### src/rtl/task5_baccarat.sv
// rtl/task5_baccarat.sv - single-clock baccarat engine: card counter, game FSM, 7-seg and LED outputs.
// Optional STEP_EDGE_DETECT_EN: advance only on rising edges of step.
module task5_baccarat (
    input  logic       CLOCK_50,
    input  logic       reset,
    input  logic       step,
    output logic [9:0] LEDR,
    output logic [6:0] HEX0,
    output logic [6:0] HEX1,
    output logic [6:0] HEX2,
    output logic [6:0] HEX3,
    output logic [6:0] HEX4,
    output logic [6:0] HEX5
);

    typedef enum logic [2:0] {
        S_PC1, S_DC1, S_PC2, S_DC2, S_EVAL, S_PC3, S_DC3, S_WIN
    } state_t;

    state_t     state_q, state_d;
    logic [3:0] cnt_q, cnt_d;
    logic [3:0] pcard1_q, pcard1_d, pcard2_q, pcard2_d, pcard3_q, pcard3_d;
    logic [3:0] dcard1_q, dcard1_d, dcard2_q, dcard2_d, dcard3_q, dcard3_d;
    logic [3:0] pscore, dscore;
    logic       advance;

    function automatic logic [3:0] card_value(input logic [3:0] c);
        return (c >= 4'd1 && c <= 4'd9) ? c : 4'd0;
    endfunction

    function automatic logic [3:0] side_score(input logic [3:0] c1, input logic [3:0] c2,
                                              input logic [3:0] c3);
        logic [4:0] sum;
        sum = {1'b0, card_value(c1)} + {1'b0, card_value(c2)} + {1'b0, card_value(c3)};
        if (sum >= 5'd20)
            sum = sum - 5'd20;
        else if (sum >= 5'd10)
            sum = sum - 5'd10;
        return sum[3:0];
    endfunction

    // Banker rule after the player has drawn a third card of value t.
    function automatic logic dealer_draws(input logic [3:0] ds, input logic [3:0] t);
        logic d;
        case (ds)
            4'd0, 4'd1, 4'd2: d = 1'b1;
            4'd3:             d = (t != 4'd8);
            4'd4:             d = (t >= 4'd2 && t <= 4'd7);
            4'd5:             d = (t >= 4'd4 && t <= 4'd7);
            4'd6:             d = (t >= 4'd6 && t <= 4'd7);
            default:          d = 1'b0;
        endcase
        return d;
    endfunction

    function automatic logic [6:0] hex_of(input logic [3:0] c);
        logic [6:0] h;
        case (c)
            4'd1:    h = 7'b0001000;
            4'd2:    h = 7'b0100100;
            4'd3:    h = 7'b0110000;
            4'd4:    h = 7'b0011001;
            4'd5:    h = 7'b0010010;
            4'd6:    h = 7'b0000010;
            4'd7:    h = 7'b1111000;
            4'd8:    h = 7'b0000000;
            4'd9:    h = 7'b0010000;
            4'd10:   h = 7'b1000000;
            4'd11:   h = 7'b1100001;
            4'd12:   h = 7'b0011000;
            4'd13:   h = 7'b0001001;
            default: h = 7'b1111111;
        endcase
        return h;
    endfunction

`ifdef STEP_EDGE_DETECT_EN
    logic step_q, step_d;

    always_comb begin
        step_d = step;
    end

    always_ff @(posedge CLOCK_50) begin
        if (reset)
            step_q <= 1'b0;
        else
            step_q <= step_d;
    end

    assign advance = step & ~step_q;
`else
    assign advance = step;
`endif

    assign pscore = side_score(pcard1_q, pcard2_q, pcard3_q);
    assign dscore = side_score(dcard1_q, dcard2_q, dcard3_q);

    always_comb begin
        cnt_d    = (cnt_q == 4'd13) ? 4'd1 : cnt_q + 4'd1;
        state_d  = state_q;
        pcard1_d = pcard1_q;
        pcard2_d = pcard2_q;
        pcard3_d = pcard3_q;
        dcard1_d = dcard1_q;
        dcard2_d = dcard2_q;
        dcard3_d = dcard3_q;
        if (advance) begin
            case (state_q)
                S_PC1: begin pcard1_d = cnt_q; state_d = S_DC1; end
                S_DC1: begin dcard1_d = cnt_q; state_d = S_PC2; end
                S_PC2: begin pcard2_d = cnt_q; state_d = S_DC2; end
                S_DC2: begin dcard2_d = cnt_q; state_d = S_EVAL; end
                S_EVAL: begin
                    if (pscore >= 4'd8 || dscore >= 4'd8)
                        state_d = S_WIN;
                    else if (pscore <= 4'd5)
                        state_d = S_PC3;
                    else if (dscore <= 4'd5)
                        state_d = S_DC3;
                    else
                        state_d = S_WIN;
                end
                S_PC3: begin
                    pcard3_d = cnt_q;
                    state_d  = dealer_draws(dscore, card_value(cnt_q)) ? S_DC3 : S_WIN;
                end
                S_DC3: begin dcard3_d = cnt_q; state_d = S_WIN; end
                default: state_d = state_q;
            endcase
        end
    end

    always_ff @(posedge CLOCK_50) begin
        if (reset) begin
            state_q  <= S_PC1;
            cnt_q    <= 4'd1;
            pcard1_q <= 4'd0;
            pcard2_q <= 4'd0;
            pcard3_q <= 4'd0;
            dcard1_q <= 4'd0;
            dcard2_q <= 4'd0;
            dcard3_q <= 4'd0;
        end else begin
            state_q  <= state_d;
            cnt_q    <= cnt_d;
            pcard1_q <= pcard1_d;
            pcard2_q <= pcard2_d;
            pcard3_q <= pcard3_d;
            dcard1_q <= dcard1_d;
            dcard2_q <= dcard2_d;
            dcard3_q <= dcard3_d;
        end
    end

    always_comb begin
        LEDR[3:0] = pscore;
        LEDR[7:4] = dscore;
        LEDR[8]   = (state_q == S_WIN) && (pscore >= dscore);
        LEDR[9]   = (state_q == S_WIN) && (dscore >= pscore);
        HEX0      = hex_of(pcard1_q);
        HEX1      = hex_of(pcard2_q);
        HEX2      = hex_of(pcard3_q);
        HEX3      = hex_of(dcard1_q);
        HEX4      = hex_of(dcard2_q);
        HEX5      = hex_of(dcard3_q);
    end

endmodule

### config.mk
export PLATFORM = sky130hd
export DESIGN_NAME = task5_baccarat
export DESIGN_NICKNAME = d
export VERILOG_FILES = /design/src/rtl/task5_baccarat.sv
export SDC_FILE = /design/constraint.sdc
export NUM_CORES = 1
export LEC_CHECK = 0
export ABC_AREA = 1
export BUFFER_PORTS_ARGS = -buffer_cell sky130_fd_sc_hd__buf_4
export CELL_PAD_IN_SITES_DETAIL_PLACEMENT = 1
export CELL_PAD_IN_SITES_GLOBAL_PLACEMENT = 2
export CORE_ASPECT_RATIO = 0.9
export CORE_MARGIN = 5
export CORE_UTILIZATION = 34
export CTS_CLUSTER_DIAMETER = 100
export DETAILED_ROUTE_END_ITERATION = 10
export HOLD_SLACK_MARGIN = 0.12
export PLACE_DENSITY = 0.79
export SLEW_MARGIN = 30
export SYNTH_ARGS = -nofsm -noshare
export SYNTH_HDL_FRONTEND = slang
export SYNTH_SLANG_ARGS = --single-unit
### constraint.sdc
create_clock -name CLOCK_50 -period 5.3 [get_ports CLOCK_50]
set_input_delay 1.06 -clock CLOCK_50 [delete_from_list [all_inputs] [get_ports CLOCK_50]]
set_output_delay 1.06 -clock CLOCK_50 [all_outputs]
set_load 0.005 [all_outputs]
### Yosys cells after proc, flatten, opt, wreduce, memory -nomap -nowiden

Memory sizes are Yosys's and may differ from the RTL's. A register that Yosys moved wholly into a read port is not among the register bits.
Index checks and enable logic that the tools add are counted.

* bits in registers: 31
* bits in read-only memories: 672
* output and inout port bits: 52
* memories: 6

* add/subtract/negate cells: 9
* order comparisons: 28
* eq/ne operators: 15
* mux-type cells: 31
* reduce and logical (&&, ||, !) cells: 25

Memory list
* (name not given): depth 16, bits a word 7, read ports 1, clocked after Yosys merged registers in 1, write ports 0, line 58 `case (c)`
* (name not given): depth 16, bits a word 7, read ports 1, clocked after Yosys merged registers in 1, write ports 0, line 58
* (name not given): depth 16, bits a word 7, read ports 1, clocked after Yosys merged registers in 1, write ports 0, line 58
* (name not given): depth 16, bits a word 7, read ports 1, clocked after Yosys merged registers in 1, write ports 0, line 58
* (name not given): depth 16, bits a word 7, read ports 1, clocked after Yosys merged registers in 1, write ports 0, line 58
* (name not given): depth 16, bits a word 7, read ports 1, clocked after Yosys merged registers in 1, write ports 0, line 58

Operators with widths (number)
* 2-to-1 mux 4 bit: 23
* >= comparator 4 x 1 -> 1 bit (second input constant): 7
* less-or-equal comparator 4 bit (second input constant): 7
* one-hot mux 3 bit (7 select lines): 1
* AND reduction 2 bit: 7
* == test 3 bit (second input constant): 4
* == test 4 x 3 -> 1 bit (second input constant): 3
* less-or-equal comparator 4 x 3 -> 1 bit (second input constant): 3
* logical AND 1 bit: 12
* adder 4 x 4 -> 5 bit: 2
* adder 5 x 4 -> 5 bit: 2
* >= comparator 5 x 4 -> 1 bit (second input constant): 2
* >= comparator 5 bit (second input constant): 2
* == test 4 x 2 -> 1 bit (second input constant): 2
* >= comparator 4 x 3 -> 1 bit (second input constant): 2
* >= comparator 4 bit: 2
* >= comparator 4 bit (second input constant): 2
* subtractor 4 x 3 -> 4 bit (second input constant): 2
* subtractor 4 bit (second input constant): 2
* nonzero test 7 bit: 1
* == test 3 x 2 -> 1 bit (second input constant): 2
* one-hot mux 1 bit (5 select lines): 1
* adder 4 x 1 -> 4 bit (second input constant): 1
* == test 4 x 1 -> 1 bit (second input constant): 1
* other kinds (11): 15

### Depth between registers and ports, before layout

* word-level depth: 15
* depth in mapped cells: 27
* mapped depth without buffers: 27

### Least setup slack after synthesis

OpenSTA, ideal clock, no wires.

* path kind: reg2out
* from: reg pcard1_q[3]
* to: out LEDR[9]
* data arrival time: 3462 ps
* data required time: 4240 ps
* setup slack: 778 ps
* cell stages (with the launch flop): 24
* path buffers: 0
* cells stage by stage: dfxtp_1 > inv_1 > nor3_1 > o21ai_0 > fa_1 > inv_1 > ha_1 > fa_1 > inv_1 > nand2_1 > nand2_1 > ha_1 > nand3_1 > nand3_1 > nand3_1 > nand3_1 > nand2_1 > ha_1 > o21ai_0 > nor2_1 > nand2_1 > nand3_1 > nand2_1 > inv_1

* word-level cells in the longest chain between the ends: 10
* elaborated cells between the ends (all ways): 14

RTL lines
* start, declared: line 22 `logic [3:0] pcard1_q, pcard1_d, pcard2_q, pcard2_d, pcard3_q, pcard3_d;`
* start signal, assigned: line 147 `pcard1_q <= pcard1_d;`
* >= comparator 4 x 1 -> 1 bit or less-or-equal comparator 4 bit (tied branches): line 28 `return (c >= 4'd1 && c <= 4'd9) ? c : 4'd0;`
* logical AND 1 bit: line 28
* 2-to-1 mux 4 bit (*): line 28
* adder 4 x 4 -> 5 bit (*): line 34 `sum = {1'b0, card_value(c1)} + {1'b0, card_value(c2)} + {1'b0, card_value(c3)};`
* adder 5 x 4 -> 5 bit (*): line 34
* subtractor 4 bit or >= comparator 5 x 4 -> 1 bit (tied branches): line 38, 37
* 2-to-1 mux 4 bit: line 37 `else if (sum >= 5'd10)`
* 2-to-1 mux 4 bit (*): line 35 `if (sum >= 5'd20)`
* >= comparator 4 bit (*): line 160 `LEDR[9] = (state_q == S_WIN) && (dscore >= pscore);`
* logical AND 1 bit (*): line 160
* end, declared: line 7 `output logic [9:0] LEDR,`

Every way passes the cells marked *; elsewhere a longest branch is shown, timed or not.

### Worst setup path after layout

* from: reg pcard2_q[2]
* to: out LEDR[9]

* word-level cells in the longest chain between the ends: 10
* elaborated cells between the ends (all ways): 14

RTL lines
* start, declared: line 22
* start signal, assigned: line 148 `pcard2_q <= pcard2_d;`
* >= comparator 4 x 1 -> 1 bit or less-or-equal comparator 4 bit (tied branches): line 28
* logical AND 1 bit: line 28
* 2-to-1 mux 4 bit (*): line 28
* adder 4 x 4 -> 5 bit (*): line 34
* adder 5 x 4 -> 5 bit (*): line 34
* subtractor 4 bit or >= comparator 5 x 4 -> 1 bit (tied branches): line 38, 37
* 2-to-1 mux 4 bit: line 37
* 2-to-1 mux 4 bit (*): line 35
* >= comparator 4 bit (*): line 160
* logical AND 1 bit (*): line 160

Marks and branches as above.

==> metrics.md <==
| Metric | Value |
|---|---|
| Initial Util | 0.349 |
| Root Buffer | clkbuf_16 |
| Setup slack, reg-to-reg | 1720 ps |
| CP required | around 4200 ps |
| Final Total Pwr | about 1.5 mW |
| Peak supply drop | about 0.26 mV |
| Port buffer count | between 50 and 60 |
| Fmax | 198 MHz |
| Layout Skew | roughly 9 ps |
| R2R Path Start | pcard2_q[2] |
| Worst Hold Endpoint | state_q[1] |
| Initial DRT Pass Iterations | 4 |
| Die width | roughly 130 µm |
| Final min period | around 5100 ps |
| Max Cap Viol | 0 |
| Worst setup path class | reg -> out |
| Post-synth ARST share | 0 |
| Die area | 16200 µm² |
| Adder-Cell Fraction of Synth Area | 0.187 |
| Crit path DAT | 4000 ps |
| Cell internal pwr | 1.09 mW |
| Sw Pwr | between 400 and 500 µW |
| Slew HR | 0.554 |
| CTS Hold Bufs | 0 |
| Worst slew pin tran | roughly 660 ps |
| Nets | a little under 800 |
| WHS | about 570 ps |
| Hpwl dp | 9780 µm |
| Largest net degree at the start of global routing | 33 |
| Vias in the first global route | approximately 4500 |
| Antenna violations before repair | 0 |
| Avg WL per Cell | ~14 µm |
| Register area share after synthesis | 0.312 |
| Area Growth Syn to Fin | 24.0% |
| Seq pwr share | 0.410 |
| Synth top area share | 0.312 |
| Cell type with the highest aggregate area in the netlist | dfxtp_1 |
| Hold Vio Cnt, Final | 0 |
| Clk sinks | 73 |
| H-tree depth | 3 |
| DP Worst Slack | 275 ps |
| First-pass GRT wire length | around 21000 µm |
| DRT antenna net count | 0 |
| Post-synthesis simple-gate area fraction | 0.301 |
| Synth Net Count | 710 |
| Mapped Area | approximately 4700 µm² |
| Sw frac | 0.281 |
| Multi-input logic area | approximately 3000 µm² |
| Row count | 40 |
| Register Area | between 1000 and 1500 µm² |
| CP Max Fanout | 4 |
| Crit start category | flop |
| Worst R2R End | state_q[0] |
| R2r worst-path depth | 24 |
| Status | complete, no violations |
| Clock share of power | 0.400 |
| Routed via count | around 4300 |
| Slew Viols, Final | 0 |
| Drt via density | 4.93 |
| Total Negative Setup Slacks | 0 ps |
| Hold path depth | 2 |
| Most frequent cell after synthesis | nand2_1 |
| Synth Area in Compound Gates | 0.116 |
| Mux cell area share after synthesis | 0 |
| Share of cells above drive strength 1 | 0.228 |
| Worst Min Path Start | state_q[1] |
| Post-route DRC | 0 |
| HP Class | reg -> reg |
| Post-synth top flop | dfxtp_1 |
| Final WS setup | 239 ps |
| Post-synth EDFFs | 0 |
| Clock Path Buffers | 2 |
| ANT cells | 0 |
| TritonCTS buffer count | 9 |
| GRT Total Usage | 0.159 |
| Seq cells post-synth | 73 |
| DRT iter0 DRCs | between 100 and 150 |
| Core area | approximately 13000 µm² |
| Combinational group share of total power | 0.190 |
| Overflow after GRT | 0 |
| Post-Synth XOR/XNOR Area | 0.00187 |
| Main area contributors after synthesis | dfxtp_1 (31%), ha_1 (14%), nand2_1 (9.3%), nor2_1 (6.8%), nand3_1 (6.2%) |
| Fin crit share | 0.955 |
| Pwr dens | approximately 260 nW/µm² |
| Skew-Pair Late Insertion Delay | ~340 ps |
| Post-synth top cells | nand2_1 (116), nor2_1 (85), inv_1 (76) |
| Placer Congestion | approximately 0.83 |
| FILL cells | roughly 1700 |
| Finished Core Util | 0.433 |
| Die Ht | roughly 120 µm |
| Ports | 55 |
| Final setup fails | 0 |
| Synth Area per Inst | 7.29 µm² |
| Crit path capture type | output port |
| Final WL | 12700 µm |
| Leak | roughly 2.7 nW |
| YS warnings | 0 |
| TritonCTS clock tree | yes |
| Largest family of logic cells by synthesized area | simple AND/OR/NAND/NOR gates |
| Clock transition at the registers of the reported paths | 60 ps |
| Mapped Cells | approximately 640 |
| Cell variety after synth | 31 |
-- placed cells by master, fill, tap and decap left out, drive strengths merged, types with 2 or more instances in the layout --
cell	n
nand2	116
inv	92
nor2	91
dfxtp	73
buf	64
nand3	58
ha	54
o21ai	50
nor3	36
a21oi	23
clkbuf	10
fa	10
o21a	9
a31oi	6
clkinv	4
nand4	3
o311ai	3
nand3b	2
o31ai	2
o211ai	2
-- cells by family after synthesis --
kind of cell	count (synthesis)
xor+xnor	1
flops	73
buf+inv	100
compound gates	97
fa+ha+maj	64
simple gates	308
-- layer usage --
layer  up-vias  GRT usage  routed length [µm]
li1       2236          -                   -
met1      2049      0.214                6260
met2        46      0.256                5840
met3        18     0.0344                 421
met4         0     0.0508                 195
met5         -          0                   0
-- layout make-up --
cell class              instances  area share
multi-input cells             470       0.516
flip-flops and latches         73       0.255
repair buffers                 64      0.0827
inverters                      92      0.0595
clock buffers                  10      0.0411
well taps                     168      0.0362
clock inverters                 6     0.00991
-- state kept, by name, indices dropped and copies added (netlist names), 7 cells and up --
register and flops:
HEX3 7, HEX2 7, HEX0 7, HEX4 7, HEX5 7, HEX1 7
-- power by group through the flow --
| stage | Clock, mW | Sequential [mW] | Combinational, mW |
|---|---|---|---|
| 2_1_floorplan | 0 | 0.620 | 0.171 |
| 3_3_place_gp | 0 | 0.629 | 0.265 |
| 3_5_place_dp | 0 | 0.631 | 0.273 |
| 4_1_cts | 0.625 | 0.619 | 0.276 |
| 5_1_grt | 0.653 | 0.626 | 0.329 |
| 6_report | 0.605 | 0.621 | 0.288 |
-- worst max-delay path by stage --
stage	startpoint	end	slack, ps	cells after the start
2_1_floorplan	pcard1_q[3]	LEDR[9]	780	23
3_3_place_gp	pcard1_q[3]	LEDR[9]	420	24
3_5_place_dp	pcard1_q[3]	LEDR[9]	270	21
4_1_cts	pcard2_q[1]	LEDR[9]	2	21
5_1_grt	pcard2_q[2]	LEDR[9]	-50	24
6_report	pcard2_q[2]	LEDR[9]	240	22
-- worst max-delay path, stage by stage (launching register included) --
cell and delay (ps):
dfxtp_2 340, nor2_2 120, o21ai_0 90, o21ai_1 120, nand2_1 120, fa_1 510, inv_1 50, ha_2 190
fa_2 590, inv_2 70, ha_2 200, nor2_1 120, nand3_1 100, nand3_2 90, nand2_2 90, ha_4 280
o21ai_0 70, nor2_1 140, nand2_1 90, nand3_1 80, nand2_1 50, inv_1 50, buf_4 100
-- timing repair --
action	CTS	global route
setup buffers	1	8
pin swaps	1	14
resized for setup	6	50
setup endpoints to repair	2	2
-- metrics by stage --
stage	instance area, µm²	cells
after floorplan	4690	643
after global placement	5270	858
after detailed placement	5270	858
after CTS	5600	875
after global routing	5810	883
final	5810	883
Power figures use the tool's default switching activity.
